## src/rtl/viterbi_frame_ctrl.sv

```systemverilog
// Frame sequencer for the 4-state Viterbi decoder: paces ACS steps, selects the
// minimum-metric end state, runs traceback with a timeout and hands off the decoded byte.
module viterbi_frame_ctrl #(
   parameter int unsigned FRAME_LEN  = 8,
   parameter int unsigned PM_W       = 6,
   parameter int unsigned TB_TIMEOUT = 15
) (
   input  logic            clk,
   input  logic            rst,
   input  logic            sym_valid,
   output logic            sym_ready,
   output logic            acs_en,
   output logic [2:0]      step_idx,
   output logic            pm_clr,
   input  logic [PM_W-1:0] pm_00,
   input  logic [PM_W-1:0] pm_01,
   input  logic [PM_W-1:0] pm_10,
   input  logic [PM_W-1:0] pm_11,
   output logic [1:0]      sel_node,
   output logic            tb_en,
   input  logic            tb_done,
   input  logic [7:0]      tb_data,
   output logic            out_valid,
   input  logic            out_ready,
   output logic [7:0]      out_data,
   output logic            out_err,
   output logic            busy,
   output logic [15:0]     frame_cnt
);

   typedef enum logic [2:0] {StIdle, StAcq, StSel, StTb, StOut} state_e;

   state_e          state_q, state_d;
   logic [2:0]      step_q, step_d;
   logic [7:0]      wait_q, wait_d;
   logic [1:0]      sel_q, sel_d;
   logic [7:0]      data_q, data_d;
   logic            err_q, err_d;
   logic [15:0]     cnt_q, cnt_d;
   logic [1:0]      min_idx;
   logic [PM_W-1:0] min_pm;

   // Strict less-than keeps ties on the lowest index.
   always_comb begin
      min_idx = 2'd0;
      min_pm  = pm_00;
      if (pm_01 < min_pm) begin
         min_idx = 2'd1;
         min_pm  = pm_01;
      end
      if (pm_10 < min_pm) begin
         min_idx = 2'd2;
         min_pm  = pm_10;
      end
      if (pm_11 < min_pm) begin
         min_idx = 2'd3;
         min_pm  = pm_11;
      end
   end

   always_comb begin
      state_d = state_q;
      step_d  = step_q;
      wait_d  = wait_q;
      sel_d   = sel_q;
      data_d  = data_q;
      err_d   = err_q;
      cnt_d   = cnt_q;
      unique case (state_q)
         StIdle: begin
            step_d  = 3'd0;
            state_d = StAcq;
         end
         StAcq: begin
            if (sym_valid) begin
               if (step_q == 3'(FRAME_LEN - 1)) begin
                  step_d  = 3'd0;
                  state_d = StSel;
               end else begin
                  step_d = step_q + 3'd1;
               end
            end
         end
         StSel: begin
            sel_d   = min_idx;
            wait_d  = 8'd0;
            state_d = StTb;
         end
         StTb: begin
            // tb_done takes priority over a coincident timeout.
            if (tb_done) begin
               data_d  = tb_data;
               err_d   = 1'b0;
               state_d = StOut;
            end else if (wait_q == 8'(TB_TIMEOUT - 1)) begin
               data_d  = 8'h00;
               err_d   = 1'b1;
               state_d = StOut;
            end else begin
               wait_d = wait_q + 8'd1;
            end
         end
         StOut: begin
            if (out_ready) begin
               cnt_d   = cnt_q + 16'd1;
               state_d = StIdle;
            end
         end
         default: state_d = StIdle;
      endcase
   end

   always_ff @(posedge clk or posedge rst) begin
      if (rst) begin
         state_q <= StIdle;
         step_q  <= 3'd0;
         wait_q  <= 8'd0;
         sel_q   <= 2'd0;
         data_q  <= 8'h00;
         err_q   <= 1'b0;
         cnt_q   <= 16'd0;
      end else begin
         state_q <= state_d;
         step_q  <= step_d;
         wait_q  <= wait_d;
         sel_q   <= sel_d;
         data_q  <= data_d;
         err_q   <= err_d;
         cnt_q   <= cnt_d;
      end
   end

   assign sym_ready = (state_q == StAcq);
   assign acs_en    = sym_valid & sym_ready;
   assign step_idx  = step_q;
   assign pm_clr    = (state_q == StIdle);
   assign sel_node  = sel_q;
   assign tb_en     = (state_q == StTb);
   assign out_valid = (state_q == StOut);
   assign out_data  = data_q;
   assign out_err   = err_q;
   assign busy      = (state_q != StIdle);
   assign frame_cnt = cnt_q;

endmodule

```

## config.mk

```make
export PLATFORM = sky130hd
export DESIGN_NAME = viterbi_frame_ctrl
export DESIGN_NICKNAME = d
export VERILOG_FILES = /design/src/rtl/viterbi_frame_ctrl.sv
export SDC_FILE = /design/constraint.sdc
export NUM_CORES = 1
export LEC_CHECK = 0
export CAP_MARGIN = 25
export CORE_MARGIN = 8
export CORE_UTILIZATION = 47
export CTS_BUF_LIST = sky130_fd_sc_hd__clkbuf_16
export CTS_CLUSTER_DIAMETER = 100
export DETAILED_ROUTE_END_ITERATION = 10
export PLACE_DENSITY_LB_ADDON = 0.3
export SYNTH_ARGS = -nofsm -noshare
export SYNTH_HDL_FRONTEND = slang
export SYNTH_SLANG_ARGS = --single-unit
```

## constraint.sdc

```tcl
create_clock -name clk -period 1.8 [get_ports clk]
set_input_delay 0.36 -clock clk [delete_from_list [all_inputs] [get_ports clk]]
set_output_delay 0.36 -clock clk [all_outputs]
set_load 0.02 [all_outputs]
```

==> results of run 1 <==
-- tightest hold or removal path: stages --
cell and delay (ps):
clkdlybuf4s50_1 400, inv_1 90, buf_12 240
-- cell usage in the layout (no fill, tap or decap), types with 2 or more instances in the layout --
cell type	synthesis	final
and4_4	1	2
nor2_1	20	20
nand2_2	0	2
a211o_1	2	2
inv_1	14	9
a21oi_4	0	2
mux2i_4	0	2
and3_1	6	5
xnor2_1	9	8
nand4_1	5	5
inv_2	0	4
clkbuf_2	0	3
buf_4	1	49
buf_6	0	9
a21oi_1	9	4
nand2_1	26	24
clkdlybuf4s50_1	0	53
clkdlybuf4s15_1	0	3
a21o_1	4	4
buf_2	2	4
a22o_1	8	8
ha_1	20	13
xor2_1	12	12
mux2i_2	0	3
o21ai_1	9	7
dlygate4sd2_1	0	2
nor4b_4	0	2
a21oi_2	1	4
ha_4	0	6
o21ai_0	2	2
dfrtp_1	41	41
nand3_1	10	9
clkbuf_16	0	5
-- worst max-delay path by stage --
stage | startpoint | endpoint
global placement | pm_00[3] | sel_node[1]
detailed placement | pm_00[3] | sel_node[0]
CTS | pm_00[5] | sel_node[0]
global route | pm_00[5] | sel_node[1]
floorplan | pm_00[3] | sel_node[0]
finish | pm_00[5] | sel_node[0]
-- power by group through the flow --
stage	combinational [mW]	sequential (mW)	clock (mW)
floorplan	0.678	1.42	0
global placement	1.58	1.27	0
detailed placement	1.62	1.27	0
CTS	1.70	1.27	0.995
global route	1.94	1.30	1.03
finish	1.82	1.28	0.976
-- layer usage --
layer	routed length [um]	vias up	GRT usage [%]
li1	-	1119	-
met1	2970	1197	20.9
met2	4240	81	35.0
met3	377	16	4.78
met4	144	0	5.31
met5	0	-	0
-- timing repair --
| item | 4_1_cts | 5_1_grt |
|---|---|---|
| hold buffers | 0 | 0 |
| setup buffers | 5 | 5 |
| endpoints found under the setup margin | 8 | 13 |
| gates resized for setup | 77 | 33 |
| pin swaps | 20 | 23 |
| endpoints found under the hold margin | 0 | 0 |
-- stage by stage --
stage | setup TNS [ps] | hold WS (ps)
after floorplan | -3740 | 467
after global placement | -6480 | 461
after detailed placement | -7430 | 481
after CTS | -3510 | 450
after global routing | -4250 | 476
final | -3830 | 441
-- state kept, by name (all words and copies together) (netlist names) --
name / count
out_data: 8
sel_node: 2
step_idx: 3
state_q: 3
wait_q: 8
out_err: 1
frame_cnt: 16
-- cells by family after synthesis --
group,after synthesis,synth area share [%]
XOR/XNOR,21,7.63
buffers and inverters,21,3.53
multiplexers,6,2.54
AO/OA/AOI/OAI,49,14.7
adder cells (fa/ha/maj),20,10.4
flip-flops,41,42.6
AND/OR/NAND/NOR,84,18.6
-- cell type report --
type / count / area share (%)
well taps: 70 / 2.17
flip-flops and latches: 41 / 25.4
multi-input cells: 180 / 38.9
inverters: 14 / 1.55
clock buffers: 5 / 3.10
repair buffers: 126 / 28.0
clock inverters: 3 / 0.929
==> flow_metrics.env, run 1 <==
export IMPL_htree_levels=2
export IMPL_path_delay_family="compound AO/OA/AOI/OAI gates"
export IMPL_cts_sinks=41
export IMPL_endpoint_kind="flip-flop"
export IMPL_synth_seq_cells=41
export IMPL_wl_um=7730
export IMPL_start_kind="input port"
export IMPL_nets=425
export IMPL_status="finished with violations"
export IMPL_fp_row_count=26
export IMPL_ys_seq_area_share_pct=42.6
export IMPL_diodes=0
export IMPL_switching_share_pct=34.2
export IMPL_grt_overflow_total=0
export IMPL_stdcell_count=439
export IMPL_synth_top_area_share_pct=42.6
export IMPL_grt_pass1_vias=2513
export IMPL_async_flop_share_pct=100
export IMPL_p_comb_share_pct=44.7
export IMPL_final_max_slew_violation_count=0
export IMPL_crit_type="in -> reg"
export IMPL_clk_pin_slew_ps=60
export IMPL_max_stage_delay_ps=340
export IMPL_nFillCells=305
export IMPL_synth_area_top_cells="dfrtp_1, ha_1, xor2_1"
export IMPL_syn_num_nets=299
export IMPL_die_area_um2=7680
export IMPL_clkPwrFrac_pct=24.0
export IMPL_max_clock_freq_mhz=267
export IMPL_cts_path_max_buffers=2
export IMPL_worstPathRequired_ps=1960
export IMPL_antenna_found_initial=0
export IMPL_violations="negative setup slack"
export IMPL_core_um2=5040
export IMPL_yosys_warnings=0
export IMPL_clk_insertion_delay_late_ps=280
export IMPL_ios=73
export IMPL_synth_cell_area_um2=2410
export IMPL_dpl_worst_slack_ps=-2900
export IMPL_rsz0062_at_grt="true"
export IMPL_drc=0
export IMPL_crit_path_frequent_cell="ha_4"
export IMPL_multi_input_area_um2=1570
export IMPL_cp_num_buf_inv=3
export IMPL_final_period_utilization_pct=208
export IMPL_r2r_slack_ps=30
export IMPL_place_area_um2=3600
export IMPL_finalWeightedCongestion=0.842
export IMPL_die_h_um=87.6
export IMPL_power_mw=4.07
export IMPL_drt_iter0_drc=192
export IMPL_dp_hpwl_um=5110
export IMPL_yosysTopAreaCell="dfrtp_1"
export IMPL_synth_cell_type_count=47
export IMPL_seq_area_um2=1030
export IMPL_routed_via_count=2413
export IMPL_port_buffers=72
export IMPL_switching_power_mw=1.39
export IMPL_ys_flop_type="dfrtp_1"
export IMPL_cts_buffers=5
export IMPL_ant_nets=0
export IMPL_yosysMostFrequentCell="dfrtp_1"
export IMPL_p_leak_nw=1.93
export IMPL_placed_cells=421
export IMPL_min_period_ps=3740
export IMPL_cp_depth=20
export IMPL_ir_drop_mv=0.531
export IMPL_crit_slowest_cell="nor4b_4"
export IMPL_max_cap_viol_count=0
export IMPL_netlist_instances=242
export IMPL_area_delta_synth_final_pct=67.6
export IMPL_relSlewSlack_pct=75.2
export IMPL_wl_per_cell_um=17.6
export IMPL_synth_edf_count=0
export IMPL_worst_slew_pin_slew_ps=371
export IMPL_setup_viol=2
export IMPL_yosys_top_cells_count="dfrtp_1, nand2_1, ha_1, nor2_1, inv_1"
export IMPL_die_w_um=87.6
export IMPL_path_max_fanout=7
export IMPL_grt_max_degree=42
export IMPL_grt_pass1_wl_um=11600
export IMPL_cp_cell_sequence="buf_8 > inv_4 > ha_4 > nand4_1 > o21bai_4 > buf_6 > mux2i_4 > ha_4 > a41oi_4 > o21ai_4 > nor4b_4 > a211oi_4 > nand2_1 > o21ai_1 > ha_1 > a21o_1 > a21oi_2 > a211o_1 > o22ai_1 > a21oi_1"
export IMPL_power_internal_mw=2.68
export IMPL_reg2reg_from="wait_q[0]"
export IMPL_grtUsageTotal_pct=19.0
export IMPL_final_cell_area_um2=4040
export IMPL_dr_pass1_iters=5
export IMPL_p_per_area_nw_per_um2=1010
export IMPL_hold_violations=0
export IMPL_sequentialPowerShare_pct=31.3
export IMPL_reg2reg_depth=7
export IMPL_final_core_util_pct=80.1
export IMPL_viasPerCell=5.50
export IMPL_r2r_end="wait_q[3]"
export IMPL_layout_setup_ws_ps=-1940
export IMPL_skew_ps=3.42
export IMPL_holdCritPathClass="in -> async"
export IMPL_avgSynthCellArea_um2=9.96
export IMPL_drive_gt1_share_pct=32.8
export IMPL_worstPathArrival_ps=3900
export IMPL_floorplan_initialDensity_pct=47.8
export IMPL_cts_tree="done"
export IMPL_cts_root_buffer="clkbuf_16"
(Power assumes the default switching activity.)
==> run 2: changes to the inputs <==
--- a/config.mk
+++ b/config.mk
@@ -5,13 +5,14 @@
 export SDC_FILE = /design/constraint.sdc
 export NUM_CORES = 1
 export LEC_CHECK = 0
+export ABC_AREA = 1
 export CAP_MARGIN = 25
 export CORE_MARGIN = 8
 export CORE_UTILIZATION = 47
 export CTS_BUF_LIST = sky130_fd_sc_hd__clkbuf_16
 export CTS_CLUSTER_DIAMETER = 100
 export DETAILED_ROUTE_END_ITERATION = 10
-export PLACE_DENSITY_LB_ADDON = 0.3
+export PLACE_DENSITY = 0.8
 export SYNTH_ARGS = -nofsm -noshare
 export SYNTH_HDL_FRONTEND = slang
 export SYNTH_SLANG_ARGS = --single-unit
==> flow_metrics.env, run 2 <==
export IMPL_synth_area_top_cells="dfrtp_1, ha_1, nand2_1"
export IMPL_setup_viol=36
export IMPL_p_comb_share_pct=55.1
export IMPL_die_area_um2=7670
export IMPL_sequentialPowerShare_pct=24.1
export IMPL_synth_cell_type_count=31
export IMPL_clkPwrFrac_pct=20.8
export IMPL_grt_pass1_vias=2888
export IMPL_power_internal_mw=3.44
export IMPL_grtUsageTotal_pct=22.5
export IMPL_worst_slew_pin_slew_ps=514
export IMPL_area_delta_synth_final_pct=92.0
export IMPL_layout_setup_ws_ps=-1540
export IMPL_viasPerCell=5.98
export IMPL_clk_pin_slew_ps=60
export IMPL_violations="negative setup slack"
export IMPL_drt_iter0_drc=319
export IMPL_antenna_found_initial=0
export IMPL_max_clock_freq_mhz=299
export IMPL_die_w_um=87.6
export IMPL_ys_flop_type="dfrtp_1"
export IMPL_grt_max_degree=42
export IMPL_finalWeightedCongestion=0.842
export IMPL_ios=73
export IMPL_yosysTopAreaCell="dfrtp_1"
export IMPL_switching_power_mw=2.38
export IMPL_routed_via_count=3147
export IMPL_relSlewSlack_pct=65.5
export IMPL_layout_commonest_cell="buf_4"
export IMPL_synth_compound_area_share_pct=12.1
export IMPL_path_max_fanout=4
export IMPL_final_period_utilization_pct=186
export IMPL_switching_share_pct=40.8
export IMPL_wl_per_cell_um=23.5
export IMPL_final_max_slew_violation_count=0
export IMPL_start_kind="input port"
export IMPL_dp_hpwl_um=5050
export IMPL_syn_num_nets=334
export IMPL_synth_cell_area_um2=2410
export IMPL_ys_seq_area_share_pct=42.6
export IMPL_drive_gt1_share_pct=47.6
export IMPL_synth_simple_area_share_pct=21.7
export IMPL_synth_edf_count=0
export IMPL_min_period_ps=3340
export IMPL_grt_pass1_wl_um=13500
export IMPL_max_cap_viol_count=0
export IMPL_status="finished with violations"
export IMPL_synth_top_family_by_area="simple AND/OR/NAND/NOR gates"
export IMPL_synth_seq_cells=41
export IMPL_stdcell_count=526
export IMPL_fp_row_count=26
export IMPL_worstPathRequired_ps=2010
export IMPL_nFillCells=182
export IMPL_reg2reg_from="state_q[0]"
export IMPL_floorplan_initialDensity_pct=48.1
export IMPL_async_flop_share_pct=100
export IMPL_yosysMostFrequentCell="nand2_1"
export IMPL_port_buffers=72
export IMPL_startpoint="pm_00[1]"
export IMPL_placed_cells=460
export IMPL_netlist_instances=277
export IMPL_tns_ps=-5670
export IMPL_synthAdderAreaFrac_pct=10.4
export IMPL_yosys_warnings=0
export IMPL_nets=512
export IMPL_diodes=0
export IMPL_htree_levels=2
export IMPL_cts_path_max_buffers=2
export IMPL_p_per_area_nw_per_um2=1260
export IMPL_hold_path_startpoint="wait_q[7]"
export IMPL_cts_tree="done"
export IMPL_worstPathArrival_ps=3550
export IMPL_crit_type="in -> reg"
export IMPL_final_cell_mix="buf_4, clkdlybuf4s50_1, dfrtp_1, nand2_1, inv_1"
export IMPL_cts_root_buffer="clkbuf_16"
export IMPL_synth_xor_xnor_area_share_pct=5.46
export IMPL_holdCritPathClass="reg -> reg"
export IMPL_final_core_util_pct=92.3
export IMPL_hold_violations=0
export IMPL_core_um2=5010
export IMPL_ant_nets=0
export IMPL_die_h_um=87.6
export IMPL_endpoint_kind="flip-flop"
export IMPL_grt_overflow_total=0
export IMPL_wl_um=12300
export IMPL_yosys_top_cells_count="nand2_1, dfrtp_1, inv_1"
export IMPL_ir_drop_mv=1.12
export IMPL_dr_pass1_iters=5
export IMPL_cts_sinks=41
export IMPL_clk_insertion_delay_late_ps=290
export IMPL_avgSynthCellArea_um2=8.69
export IMPL_cts_buffers=5
export IMPL_p_leak_nw=2.27
export IMPL_skew_ps=8.89
export IMPL_drc=0
export IMPL_synthMuxAreaShare_pct=0.468
export IMPL_rsz0062_at_grt="true"
export IMPL_largest_reg_flops=16
export IMPL_synth_top_area_share_pct=42.6
## run 2: cell types whose count changed in the layout (fill, tap and decap cells not counted), sizes merged, moves of 6 or more
cell / change
nor3: +8
and3: -6
inv: +29
buf: +49
xnor2: -6
o21ai: +8
nand2: +30
nand3: +9
## run 2: area by class of cell
type,instances,area (um^2),area share [%]
flip-flops and latches,41,1030,22.2
well taps,70,87.6,1.89
multi-input cells,191,1600,34.5
repair buffers,171,1510,32.7
inverters,45,208,4.49
clock inverters,3,68.8,1.49
clock buffers,5,125,2.71
## run 2: critical path: stages
cell and delay (ps):
clkdlybuf4s15_1 180, inv_2 60, buf_4 120, buf_4 120, buf_4 120, buf_4 120
buf_4 120, buf_4 120, buf_4 120, nand2_1 90, o21ai_1 120, ha_1 290
nand2_1 70, nand2_1 60, nand2_2 100, buf_4 140, nand2_4 60, nand2_1 90
o21ai_1 90, ha_1 210, a21oi_2 180, nor2_2 70, a211oi_2 240, nand2_2 140
a21oi_2 160
## run 2: kinds of logic after synthesis
family | after synthesis
xor gates and xnor gates | 15
buffers and inverters | 47
DFF | 41
adders and majority gates | 20
AOI/OAI and AO/OA | 47
and+or+nand+nor | 106
muxes | 1
## run 2: worst paths after layout
check / to / slack, ps / cells past startpoint
setup / recovery: sel_node[1] / -1540 / 25
hold / removal: wait_q[7] / 470 / 1
setup reg to reg: frame_cnt[15] / -200 / 10
hold reg to reg: wait_q[7] / 470 / 1
max in group asynchronous: state_q[1] / 1090 / 3
min in group asynchronous: frame_cnt[12] / 490 / 3
## run 2: per-layer routing
layer	global-route usage, %	up-vias	share of wire, %
li1	-	1272	-
met1	22.4	1505	33
met2	42.8	270	51
met3	4.78	100	8.0
met4	11.3	0	8.0
met5	0	-	0
## run 2: per-stage QoR
| step | setup WS, ps | area [um^2] | total power, mW | hold slack (ps) |
|---|---|---|---|---|
| floorplan | -1290 | 2530 | 2.41 | 434 |
| global placement | -2010 | 3640 | 3.34 | 449 |
| detailed placement | -2130 | 3640 | 3.41 | 463 |
| CTS | -1270 | 4210 | 4.92 | 454 |
| global route | -1640 | 4620 | 5.98 | 494 |
| finish | -1540 | 4620 | 5.82 | 468 |
## run 2: power by group through the flow
stage	Sequential, mW	Combinational, mW	Clock (mW)
after CTS	1.34	2.40	1.18
after global placement	1.33	2.01	0
after detailed placement	1.34	2.07	0
after global routing	1.40	3.33	1.24
after floorplan	1.51	0.905	0
final	1.40	3.21	1.21
## run 2: what timing repair did
item / 4_1_cts / 5_1_grt
resized for setup: 106 / 79
pin swaps: 40 / 41
endpoints found under the hold margin: 0 / 0
setup endpoints to repair: 12 / 28
hold buffers: 0 / 0
cloned: 2 / 0
buffers inserted: 34 / 24
==> run 3: changes to the inputs <==
--- a/config.mk
+++ b/config.mk
@@ -13,6 +13,7 @@
 export CTS_CLUSTER_DIAMETER = 100
 export DETAILED_ROUTE_END_ITERATION = 10
 export PLACE_DENSITY = 0.8
+export SLEW_MARGIN = 20
 export SYNTH_ARGS = -nofsm -noshare
 export SYNTH_HDL_FRONTEND = slang
 export SYNTH_SLANG_ARGS = --single-unit
==> results of run 3 <==
Same layout as run 2: the final DEF is identical, and so are final timing and power.
